===== src/rtl/tick_gen.sv =====
// tick_gen: multi-channel programmable tick / slow square-wave divider with a
// single-slot valid/ready config port. Optional pause input: TICK_GEN_PAUSE_EN.
module tick_gen #(
  parameter int                  NCH       = 4,
  parameter int                  CW        = 24,
  parameter logic [NCH*CW-1:0]   DIV_INIT  = {NCH{24'd833333}},
  parameter logic [NCH-1:0]      MODE_INIT = {NCH{1'b0}},
  localparam int                 CHW       = (NCH > 1) ? $clog2(NCH) : 1
) (
  input  logic             clk,
  input  logic             rst,
  input  logic [NCH-1:0]   en,
  input  logic             sync_restart,
`ifdef TICK_GEN_PAUSE_EN
  input  logic             pause,
`endif
  input  logic             cfg_valid,
  output logic             cfg_ready,
  input  logic [CHW-1:0]   cfg_ch,
  input  logic [CW-1:0]    cfg_div,
  input  logic             cfg_mode,
  output logic [NCH-1:0]   tick,
  output logic [NCH-1:0]   clk_out
);

  typedef enum logic [0:0] {ST_IDLE = 1'b0, ST_PEND = 1'b1} state_t;

  state_t          state_r, state_s;
  logic [CW-1:0]   cnt_r [NCH];
  logic [CW-1:0]   cnt_s [NCH];
  logic [CW-1:0]   div_r [NCH];
  logic [CW-1:0]   div_s [NCH];
  logic [NCH-1:0]  mode_r, mode_s;
  logic [NCH-1:0]  tick_r, tick_s;
  logic [NCH-1:0]  clk_out_r, clk_out_s;
  logic [CHW-1:0]  pend_ch_r, pend_ch_s;
  logic [CW-1:0]   pend_div_r, pend_div_s;
  logic            pend_mode_r, pend_mode_s;

  logic            pause_s;
  logic [NCH-1:0]  run_s, wrap_s, hit_s, load_s;
  logic            accept_s, direct_s, apply_s, pend_ok_s;
  logic [CW-1:0]   new_div_s;
  logic            new_mode_s;

`ifdef TICK_GEN_PAUSE_EN
  assign pause_s = pause;
`else
  assign pause_s = 1'b0;
`endif

  // A programmed divisor of zero behaves as one.
  function automatic logic [CW-1:0] eff_div(input logic [CW-1:0] d);
    return (d == {CW{1'b0}}) ? CW'(1'b1) : d;
  endfunction

  // Wrap detection and decode of which channel the config slot targets
  always_comb begin
    run_s      = {NCH{1'b0}};
    wrap_s     = {NCH{1'b0}};
    hit_s      = {NCH{1'b0}};
    load_s     = {NCH{1'b0}};
    accept_s   = cfg_valid && (state_r == ST_IDLE);
    direct_s   = accept_s && sync_restart;
    pend_ok_s  = (32'(pend_ch_r) < 32'(NCH));
    if (direct_s) begin
      new_div_s  = cfg_div;
      new_mode_s = cfg_mode;
    end else begin
      new_div_s  = pend_div_r;
      new_mode_s = pend_mode_r;
    end
    for (int i = 0; i < NCH; i++) begin
      run_s[i]  = en[i] && !pause_s;
      wrap_s[i] = run_s[i] && (cnt_r[i] >= (eff_div(div_r[i]) - CW'(1'b1)));
      hit_s[i]  = (state_r == ST_PEND) && (pend_ch_r == CHW'(i));
    end
    // Out-of-range targets match no channel and simply release the slot.
    apply_s = (state_r == ST_PEND) &&
              (sync_restart || !pend_ok_s || (|(hit_s & wrap_s)) || !(|(hit_s & run_s)));
    for (int i = 0; i < NCH; i++) begin
      load_s[i] = (apply_s && hit_s[i]) || (direct_s && (cfg_ch == CHW'(i)));
    end
  end

  // Config slot state transitions and pending capture
  always_comb begin
    state_s     = state_r;
    pend_ch_s   = pend_ch_r;
    pend_div_s  = pend_div_r;
    pend_mode_s = pend_mode_r;
    case (state_r)
      ST_IDLE: begin
        // A handshake coinciding with sync_restart is applied directly.
        if (accept_s && !sync_restart) begin
          state_s     = ST_PEND;
          pend_ch_s   = cfg_ch;
          pend_div_s  = cfg_div;
          pend_mode_s = cfg_mode;
        end else begin
          state_s = ST_IDLE;
        end
      end
      ST_PEND: begin
        if (apply_s) begin
          state_s = ST_IDLE;
        end else begin
          state_s = ST_PEND;
        end
      end
      default: state_s = ST_IDLE;
    endcase
  end

  // Per-channel counter, strobe and square-wave next state
  always_comb begin
    mode_s    = mode_r;
    tick_s    = {NCH{1'b0}};
    clk_out_s = clk_out_r;
    for (int i = 0; i < NCH; i++) begin
      cnt_s[i] = cnt_r[i];
      div_s[i] = div_r[i];
    end
    for (int i = 0; i < NCH; i++) begin
      if (load_s[i]) begin
        div_s[i]  = new_div_s;
        mode_s[i] = new_mode_s;
      end else begin
        div_s[i]  = div_r[i];
        mode_s[i] = mode_r[i];
      end
      if (sync_restart) begin
        cnt_s[i]     = {CW{1'b0}};
        tick_s[i]    = 1'b0;
        clk_out_s[i] = 1'b0;
      end else begin
        tick_s[i] = wrap_s[i];
        if (wrap_s[i] || load_s[i]) begin
          cnt_s[i] = {CW{1'b0}};
        end else if (run_s[i]) begin
          cnt_s[i] = cnt_r[i] + CW'(1'b1);
        end else begin
          cnt_s[i] = cnt_r[i];
        end
        if (load_s[i] && !mode_r[i] && new_mode_s) begin
          clk_out_s[i] = 1'b0;
        end else if (mode_r[i]) begin
          clk_out_s[i] = wrap_s[i];
        end else if (wrap_s[i]) begin
          clk_out_s[i] = ~clk_out_r[i];
        end else begin
          clk_out_s[i] = clk_out_r[i];
        end
      end
    end
  end

  // State registers with asynchronous reset to the programmed defaults
  always_ff @(posedge clk or posedge rst) begin
    if (rst) begin
      state_r     <= ST_IDLE;
      pend_ch_r   <= {CHW{1'b0}};
      pend_div_r  <= {CW{1'b0}};
      pend_mode_r <= 1'b0;
      mode_r      <= MODE_INIT;
      tick_r      <= {NCH{1'b0}};
      clk_out_r   <= {NCH{1'b0}};
      for (int i = 0; i < NCH; i++) begin
        cnt_r[i] <= {CW{1'b0}};
        div_r[i] <= DIV_INIT[i*CW +: CW];
      end
    end else begin
      state_r     <= state_s;
      pend_ch_r   <= pend_ch_s;
      pend_div_r  <= pend_div_s;
      pend_mode_r <= pend_mode_s;
      mode_r      <= mode_s;
      tick_r      <= tick_s;
      clk_out_r   <= clk_out_s;
      for (int i = 0; i < NCH; i++) begin
        cnt_r[i] <= cnt_s[i];
        div_r[i] <= div_s[i];
      end
    end
  end

  assign cfg_ready = (state_r == ST_IDLE);
  assign tick      = tick_r;
  assign clk_out   = clk_out_r;

endmodule


===== config.mk =====
export PLATFORM = sky130hd
export DESIGN_NAME = tick_gen
export DESIGN_NICKNAME = d
export VERILOG_FILES = /design/src/rtl/tick_gen.sv
export SDC_FILE = /design/constraint.sdc
export NUM_CORES = 1
export LEC_CHECK = 0
export CORE_MARGIN = 1
export CORE_UTILIZATION = 43
export DETAILED_ROUTE_END_ITERATION = 16
export PLACE_DENSITY = 0.67
export SLEW_MARGIN = 20
export SYNTH_ARGS = -nofsm -noshare
export SYNTH_HDL_FRONTEND = slang
export SYNTH_SLANG_ARGS = --single-unit
export TNS_END_PERCENT = 100

===== constraint.sdc =====
create_clock -name clk -period 8.7 [get_ports clk]
set_input_delay 0.87 -clock clk [delete_from_list [all_inputs] [get_ports clk]]
set_output_delay 0.87 -clock clk [all_outputs]
set_load 0.05 [all_outputs]

==> impl_metrics.env <==
export IMPL_place_hpwl_um=26300
export IMPL_clockBufferDepth=3
export IMPL_dp_slack_ns=2.71
export IMPL_die_w_um=188
export IMPL_ys_seq_area_share_pct=39.5
export IMPL_hold_buffers=0
export IMPL_cpPeakStageDelay_ns=0.55
export IMPL_grt_overflow_total=0
export IMPL_finalSetupViolCount=0
export IMPL_synthCells=1577
export IMPL_grt_max_degree=140
export IMPL_ys_async_sr_fraction_pct=100
export IMPL_regToRegStartpoint="div_r[57]$_DFFE_PP1P_"
export IMPL_worstMarginPinSlew_ns=1.19
export IMPL_hold_path_startpoint="pend_div_r[15]$_DFFE_PP0P_"
export IMPL_start_kind="register"
export IMPL_path_max_fanout=50
export IMPL_slew_headroom_pct=20.0
export IMPL_dieArea_mm2=0.0353
export IMPL_drv_slew=0
export IMPL_clockRootBuffer="clkbuf_16"
export IMPL_rsz0062_at_grt="no"
export IMPL_synth_seq_cells=232
export IMPL_io_buffers=43
export IMPL_leakage_nw=6.88
export IMPL_synth_mux_area_share_pct=10.0
export IMPL_clock_sinks=232
export IMPL_htreeDepth=1
export IMPL_cp_startpoint="div_r[57]$_DFFE_PP1P_"
export IMPL_finalWirelength_um=37300
export IMPL_critPathArrivalTime_ns=6.53
export IMPL_syn_area_per_cell_um2=9.41
export IMPL_path_cells="or4_4 -> nor4_1 -> nand2b_1 -> or2_0 -> nor4_4 -> nor2_1 -> ha_1 -> nand2_1 -> nor4_1 -> xnor2_1 -> ha_1 -> nand4_1 -> nor4_1 -> nand2_1 -> o21ai_0 -> o21ai_0 -> a21oi_4 -> buf_4 -> mux2_2"
export IMPL_period_minus_slack_ns=6.10
export IMPL_initial_core_util_pct=44.0
export IMPL_final_cell_mix="nand2_1 (195), dfrtp_1 (184), mux2_2 (124), nor2_1 (120), ha_1 (104)"
export IMPL_via_per_inst=5.72
export IMPL_path_delay_family="simple AND/OR/NAND/NOR gates"
export IMPL_yosysUniqueCellTypes=77
export IMPL_worst_slack_ns=2.60
export IMPL_clkTransAtPathRegs_ns=0.06
export IMPL_ant_nets=0
export IMPL_cts_setup_buffers=0
export IMPL_max_freq_mhz=164
export IMPL_synth_xor_area_share_pct=6.32
export IMPL_num_io_pins=44
export IMPL_fin_total_pwr_w=0.00454
export IMPL_avgRoutedWirePerCell_um=17.9
export IMPL_slowest_stage="or4_4"
export IMPL_grt_pass1_wl_um=60700
export IMPL_area_growth_pct=13.0
export IMPL_drt_iter0_markers=756
export IMPL_grt_usage_pct=21.1
export IMPL_synth_top_family_by_area="simple AND/OR/NAND/NOR gates"
export IMPL_crit_path_end_kind="register"
export IMPL_drive_gt1_share_pct=16.7
export IMPL_synth_edf_count=0
export IMPL_crit_type="reg2reg"
export IMPL_core_rowCount=67
export IMPL_worstSkewPairLatency_ns=0.55
export IMPL_hold_violations=0
export IMPL_synth_compound_area_share_pct=11.2
export IMPL_synthAdderAreaFrac_pct=8.77
export IMPL_yosysWarnings=0
export IMPL_power_density_mw_per_mm2=271
export IMPL_cp_buffers_inverters=1
export IMPL_synth_area_mm2=0.0148
export IMPL_path_common_cell="nor4_1"
export IMPL_post_route_period_util_pct=70.1
export IMPL_final_common_cell="nand2_1"
export IMPL_drc=0
export IMPL_cts_tree="done"
export IMPL_cts_repair_resized=0
export IMPL_dr_pass1_iters=5
export IMPL_routabilityCongestion=0.865
export IMPL_final_net_count=1750
export IMPL_cts_inserted_buffers=26
export IMPL_final_setup_tns_ns=0
export IMPL_antenna_found_initial=1
export IMPL_die_y_um=188
export IMPL_clock_skew_ns=0.0118
export IMPL_grt_pass1_vias=11381
export IMPL_fp_coreArea_mm2=0.0337
export IMPL_vdd_drop_max_mv=0.205
export IMPL_final_cells=2080
export IMPL_synth_fp_nets=1716
export IMPL_maxCapViolCount=0
export IMPL_hold_slack_ns=0.506
export IMPL_vias=11894
export IMPL_synthSimpleGateAreaFrac_pct=21.2
export IMPL_ys_flop_type="dfrtp_1"
export IMPL_hold_path_class="reg2reg"
export IMPL_dp_cells=2031
export IMPL_status="finished clean"
export IMPL_critical_path_required_ns=9.13
## layer usage
| metal | up-vias | global-route usage [%] | wire (µm) |
|---|---|---|---|
| met5 | - | 0 | 0 |
| met4 | 0 | 6.91 | 1170 |
| met3 | 61 | 2.49 | 1550 |
| met2 | 242 | 34.7 | 17300 |
| met1 | 5811 | 28.9 | 17200 |
| li1 | 5780 | - | - |
## synthesized netlist by cell type (all sizes together), types with 7 or more instances
master  number  area, µm²
a21o        11       82.6
a21oi       65        325
a31oi       22        138
and2        19        119
and3        18        113
buf         18        101
clkbuf      37        139
dfrtp      184       4600
dfstp       48       1260
ha         104       1300
inv         51        191
mux2       124       1400
mux2i        7       70.1
nand2      195        732
nand2b       9       56.3
nand3       63        315
nand4       38        238
nor2       120        450
nor2b       18        113
nor3        36        190
nor4        35        246
o21ai       91        455
o22ai       11       68.8
o31ai        8       60.1
o41ai       11       96.3
or2         13       81.3
or3         24        150
or4         20        154
xnor2       68        596
xor2        39        342
## where the power goes
| part | switching (W) | internal, W | total, W |
|---|---|---|---|
| Sequential | 0.000337 | 0.00146 | 0.00179 |
| Combinational | 0.000776 | 0.000693 | 0.00147 |
| Clock | 0.000478 | 0.000795 | 0.00127 |
| Total | 0.00159 | 0.00294 | 0.00454 |
## metrics by stage
| step | area, µm² | util, % |
|---|---|---|
| CTS | 16800 | 49.7 |
| global route | 16800 | 49.8 |
| detailed placement | 15800 | 46.8 |
| finish | 16800 | 49.8 |
| floorplan | 14800 | - |
| global placement | 15800 | 46.8 |
## path summary, 6_finish.rpt
| kind | to | slack [ns] | depth (start not counted) |
|---|---|---|---|
| worst max-delay path | div_r[71]$_DFFE_PP0P_ | 2.60 | 19 |
| worst min-delay path | pend_div_r[15]$_DFFE_PP0P_ | 0.51 | 1 |
| worst max register to register | div_r[71]$_DFFE_PP0P_ | 2.60 | 19 |
| worst min register to register | pend_div_r[15]$_DFFE_PP0P_ | 0.51 | 1 |
| max in group asynchronous | cnt_r[60]$_DFFE_PP0P_ | 6.44 | 3 |
| min in group asynchronous | cnt_r[3]$_DFFE_PP0P_ | 0.94 | 2 |
## cell type report
cell class                 instances  area [µm²]
fill                            3085       16900
multi-input combinational       1238        8570
sequential                       232        5870
clock buffer                      30         707
timing repair buffer              61         566
tap                              448         561
clock inverter                    18         293
inverter                          52         203
antenna                            1        2.50
## cell families after synthesis
logic type	Yosys count
fa+ha+maj	104
mux	132
simple gates	629
compound gates	266
flops	232
xor+xnor	107
buf+inv	107
## registers in the layout, summed over array words and instances (netlist names)
signal       count
clk_out          4
pend_ch_r        2
tick             4
pend_mode_r      1
div_r           96
mode_r           4
state_r          1
cnt_r           96
pend_div_r      24
(Power assumes the default switching activity.)
==> edit 1 (same flow settings) <==
Change the parameter `NCH` from 4 to 8.
--- a/src/rtl/tick_gen.sv
+++ b/src/rtl/tick_gen.sv
@@ -3,3 +3,3 @@
 module tick_gen #(
-  parameter int                  NCH       = 4,
+  parameter int                  NCH       = 8,
   parameter int                  CW        = 24,
Interface: changed (resized cfg_ch, clk_out, en and tick); port bits go from 44 to 57. No check against the original RTL was run, so the function may have changed too.
==> edit 1 against the original RTL <==
  * Global-route usage increased by 1.8 points
  * Final area increased by 85%
  * Sequential cell count increased by 205
  * Clock power increased by 76%
  * Total power increased by 79%
  * Setup slack got worse by 0.83 ns
  * Via count increased by 90%
  * Area after synthesis increased by 87%
  * Synthesized cell count increased by 81%
  * Clock skew increased by 0.023 ns
  * Wire length increased by 100%
  * First-iteration DRC count increased by 120%
  * Critical endpoint is now cnt_r[25]
==> edit 1: results <==
metrics = {
    "timing": {
        "skew_ns": 0.03435,
        "fin_ws_ns": 1.767,
        "worst_pin_slew_ns": 1.064,
    },
    "cells_and_area": {
        "reg_top3": "cnt_r (192), div_r (192), pend_div_r (24)",
        "drive_gt1_share_pct": 16.83,
        "final_nets": 3136,
    },
    "cts": {
        "clkLatencyLatePin_ns": 0.61,
        "cts_buffers": 50,
        "htreeDepth": 2,
    },
    "outcome": {
        "status": "completed",
    },
    "power_and_ir_drop": {
        "switching_share_pct": 35.35,
        "leakage_nw": 13.16,
        "ir_drop_mv": 0.1296,
    },
    "yosys": {
        "synthTopCellsByArea": "dfrtp_1 (31%), ha_1 (9.4%), mux2_2 (9.1%)",
        "synthDistinctLibCells": 80,
        "synth-xor-area-share_pct": 5.659,
    },
    "setup_path": {
        "crit_arrival_ns": 7.44,
        "path_max_fanout": 24,
    },
    "placed_design": {
        "place_ws_ns": 1.899,
        "dpl.hpwl_mm": 52.26,
    },
    "global_route": {
        "antenna_found_initial": 5,
        "grt_pass1_vias": 22130,
        "grt_use_met2_pct": 37.47,
        "grt_use_total_pct": 22.95,
    },
    "hold_path": {
        "holdCritStartpoint": "pend_div_r[16]",
    },
}
[edit 1: routing by layer]
layer  vias to the layer above  share of wire, %  wire length, um
li1                      10570                 -                -
met1                     11190                45            33780
met2                       673                46            34960
met3                       138               5.9             4438
met4                         2               3.0             2299
met5                         -             0.015               11
[edit 1: power by group through the flow]
stage          Clock (mW)  Sequential, mW  Combinational, mW
2_1_floorplan           0            3.18               1.91
3_3_place_gp            0            3.33               2.39
3_5_place_dp            0            3.37               2.52
4_1_cts              2.28            3.34               2.54
5_1_grt              2.35            3.44               2.81
6_report             2.24            3.36               2.52
[edit 1: per-stage QoR]
| step | instance area (sq um) | power (mW) | instances | hold WS, ns |
|---|---|---|---|---|
| floorplan | 27710 | 5.083 | 2847 | 0.4589 |
| global placement | 29190 | 5.728 | 3680 | 0.4830 |
| detailed placement | 29210 | 5.887 | 3681 | 0.4895 |
| CTS | 30950 | 8.151 | 3775 | 0.5014 |
| global route | 30970 | 8.602 | 3776 | 0.5261 |
| finish | 30980 | 8.121 | 3778 | 0.5022 |
[edit 1: final cells by class]
type                    count  area (sq um)  area share, %
repair buffers             83         782.0          2.524
diodes                      2         5.005        0.01616
inverters                  52         198.9         0.6422
clock buffers              70          1438          4.641
well taps                 846          1059          3.417
flip-flops and latches    437         11060          35.69
multi-input cells        2264         16130          52.07
clock inverters            24         309.0         0.9976
[edit 1: path summary, 6_finish.rpt]
kind                             endpoint  cells after the start
setup / recovery                cnt_r[25]                     23
hold / removal             pend_div_r[16]                      1
setup reg to reg                cnt_r[25]                     23
hold reg to reg            pend_div_r[16]                      1
max in group asynchronous       cnt_r[74]                      4
min in group asynchronous   pend_div_r[4]                      2
==> edit 2 (same settings) <==
Made on the original files. Register the inputs `cfg_valid`, `cfg_ch`, `cfg_div` and `cfg_mode` before use, cleared by the reset. The logic sees them one clock later. The other inputs are not delayed to match.
--- a/src/rtl/tick_gen.sv
+++ b/src/rtl/tick_gen.sv
@@ -27,2 +27,21 @@
 
+  logic cfg_valid_q;
+  logic [CHW-1:0] cfg_ch_q;
+  logic [CW-1:0] cfg_div_q;
+  logic cfg_mode_q;
+
+  always_ff @(posedge clk or posedge rst) begin
+    if (rst) begin
+      cfg_valid_q <= '0;
+      cfg_ch_q    <= '0;
+      cfg_div_q   <= '0;
+      cfg_mode_q  <= '0;
+    end else begin
+      cfg_valid_q <= cfg_valid;
+      cfg_ch_q    <= cfg_ch;
+      cfg_div_q   <= cfg_div;
+      cfg_mode_q  <= cfg_mode;
+    end
+  end
+
   state_t          state_r, state_s;
@@ -62,3 +81,3 @@
     load_s     = {NCH{1'b0}};
-    accept_s   = cfg_valid && (state_r == ST_IDLE);
+    accept_s   = cfg_valid_q && (state_r == ST_IDLE);
     direct_s   = accept_s && sync_restart;
@@ -66,4 +85,4 @@
     if (direct_s) begin
-      new_div_s  = cfg_div;
-      new_mode_s = cfg_mode;
+      new_div_s  = cfg_div_q;
+      new_mode_s = cfg_mode_q;
     end else begin
@@ -81,3 +100,3 @@
     for (int i = 0; i < NCH; i++) begin
-      load_s[i] = (apply_s && hit_s[i]) || (direct_s && (cfg_ch == CHW'(i)));
+      load_s[i] = (apply_s && hit_s[i]) || (direct_s && (cfg_ch_q == CHW'(i)));
     end
@@ -96,5 +115,5 @@
           state_s     = ST_PEND;
-          pend_ch_s   = cfg_ch;
-          pend_div_s  = cfg_div;
-          pend_mode_s = cfg_mode;
+          pend_ch_s   = cfg_ch_q;
+          pend_div_s  = cfg_div_q;
+          pend_mode_s = cfg_mode_q;
         end else begin
Formal check against the unedited RTL: not equivalent (a bounded check fails within 4 cycles, from zero or initial values and one cycle with rst high).
==> edit 2 against the original RTL <==
  * Final area up 3.2%
  * Area after synthesis up 4.0%
  * Non-clock buffer count down 8
  * Critical path depth up 1
  * Wire length up 0.72%
  * Sequential cell count up 28
  * Hold slack worse by 0.0094 ns
  * Total power down 2.0%
  * Count of clock-buffer cells in the layout up 4
  * Setup slack better by 0.062 ns
  * Synthesized cell count down 0.95%
  * First-iteration DRC count up 5.8%
  * Critical path type unchanged
  * Critical endpoint is now div_r[25]
  * Largest power group unchanged
==> edit 2: results <==
metrics = {
    "yosys": {
        "synthTopCellsByArea": "dfrtp_1 (34%), ha_1 (8.4%), dfstp_2 (8.2%)",
        "syn_inst": 1562,
        "yosysSeqAreaShare_pct": 42.54,
        "synthAdderAreaFrac_pct": 8.429,
        "synth-xor-area-share_pct": 5.617,
        "synth_common_cells": "dfrtp_1 (212), nand2_1 (197), nor2_1 (109)",
        "synth_compound_area_share_pct": 11.44,
    },
    "routing": {
        "topRoutingLayerUsed": "met5",
        "dr_total_vias": 11960,
        "avgRoutedWirePerCell_um": 18.01,
        "wl_met1_mm": 17.87,
        "drt_iter0_drc": 800,
    },
    "setup_path": {
        "slowest_delay_ns": 0.83,
        "cp_slowest_cell": "o21ai_4",
    },
    "global_route": {
        "grt_use_met2_pct": 33.25,
        "grt_pass1_wl_mm": 61.53,
    },
    "cts": {
        "cts_buffers": 29,
    },
    "placed_design": {
        "dp_cells": 2029,
        "place_area_sq_um": 16310,
        "place_congestion": 0.8758,
    },
    "outcome": {
        "status": "completed",
    },
    "cells_and_area": {
        "drive_gt1_share_pct": 16.21,
        "antenna_cells": 0,
        "final_nets": 1738,
        "reg_top3": "cnt_r (96), div_r (96)",
    },
    "timing": {
        "slew_headroom_pct": 29.25,
    },
    "power_and_ir_drop": {
        "leakage_nw": 7.296,
    },
}
[edit 2: cell types whose count changed in the layout (fill, tap and decap cells not counted), moves of 20 or more]
cell	before	now
a21oi_1	64	84
dfrtp_1	184	212
inv_1	50	29
mux2_2	124	101
mux2_4	0	20
nand3b_1	2	25
nor3_1	33	55
[edit 2: worst register-to-register path: stages (launching register included)]
cell      delay (ns)
dfstp_2         0.56
or3_1           0.15
nor4_1          0.08
and4_1          0.22
a21oi_1         0.20
ha_1            0.22
nand2b_1        0.11
nor4_1          0.32
or3b_1          0.43
or3_1           0.37
nor3_1          0.21
xnor2_1         0.10
ha_1            0.31
nand4_2         0.12
nor3_2          0.20
or4b_4          0.49
a311oi_2        0.31
or2_4           0.22
a211oi_4        0.08
o21ai_4         0.83
mux2_2          0.43
[edit 2: cell families after synthesis]
family	count (synthesis)
adder cells (fa/ha/maj)	104
AND/OR/NAND/NOR	614
AO/OA/AOI/OAI	277
XOR/XNOR	99
buffers and inverters	78
flip-flops	260
multiplexers	130
[edit 2: layout make-up]
type	instances	area, sq um
tap	461	576.8
fill	3206	18180
clock inverter	20	209.0
inverter	31	123.9
clock buffer	34	774.5
timing repair buffer	53	509.2
multi-input combinational	1224	8538
sequential	260	6566
[edit 2: worst paths after layout]
path,cells past startpoint,slack (ns),from,to
setup / recovery,20,2.66,div_r[32],div_r[25]
hold / removal,1,0.50,cfg_div_q[19],pend_div_r[19]
setup reg to reg,20,2.66,div_r[32],div_r[25]
hold reg to reg,1,0.50,cfg_div_q[19],pend_div_r[19]
max in group asynchronous,3,6.53,rst,div_r[75]
min in group asynchronous,2,0.91,rst,cnt_r[54]
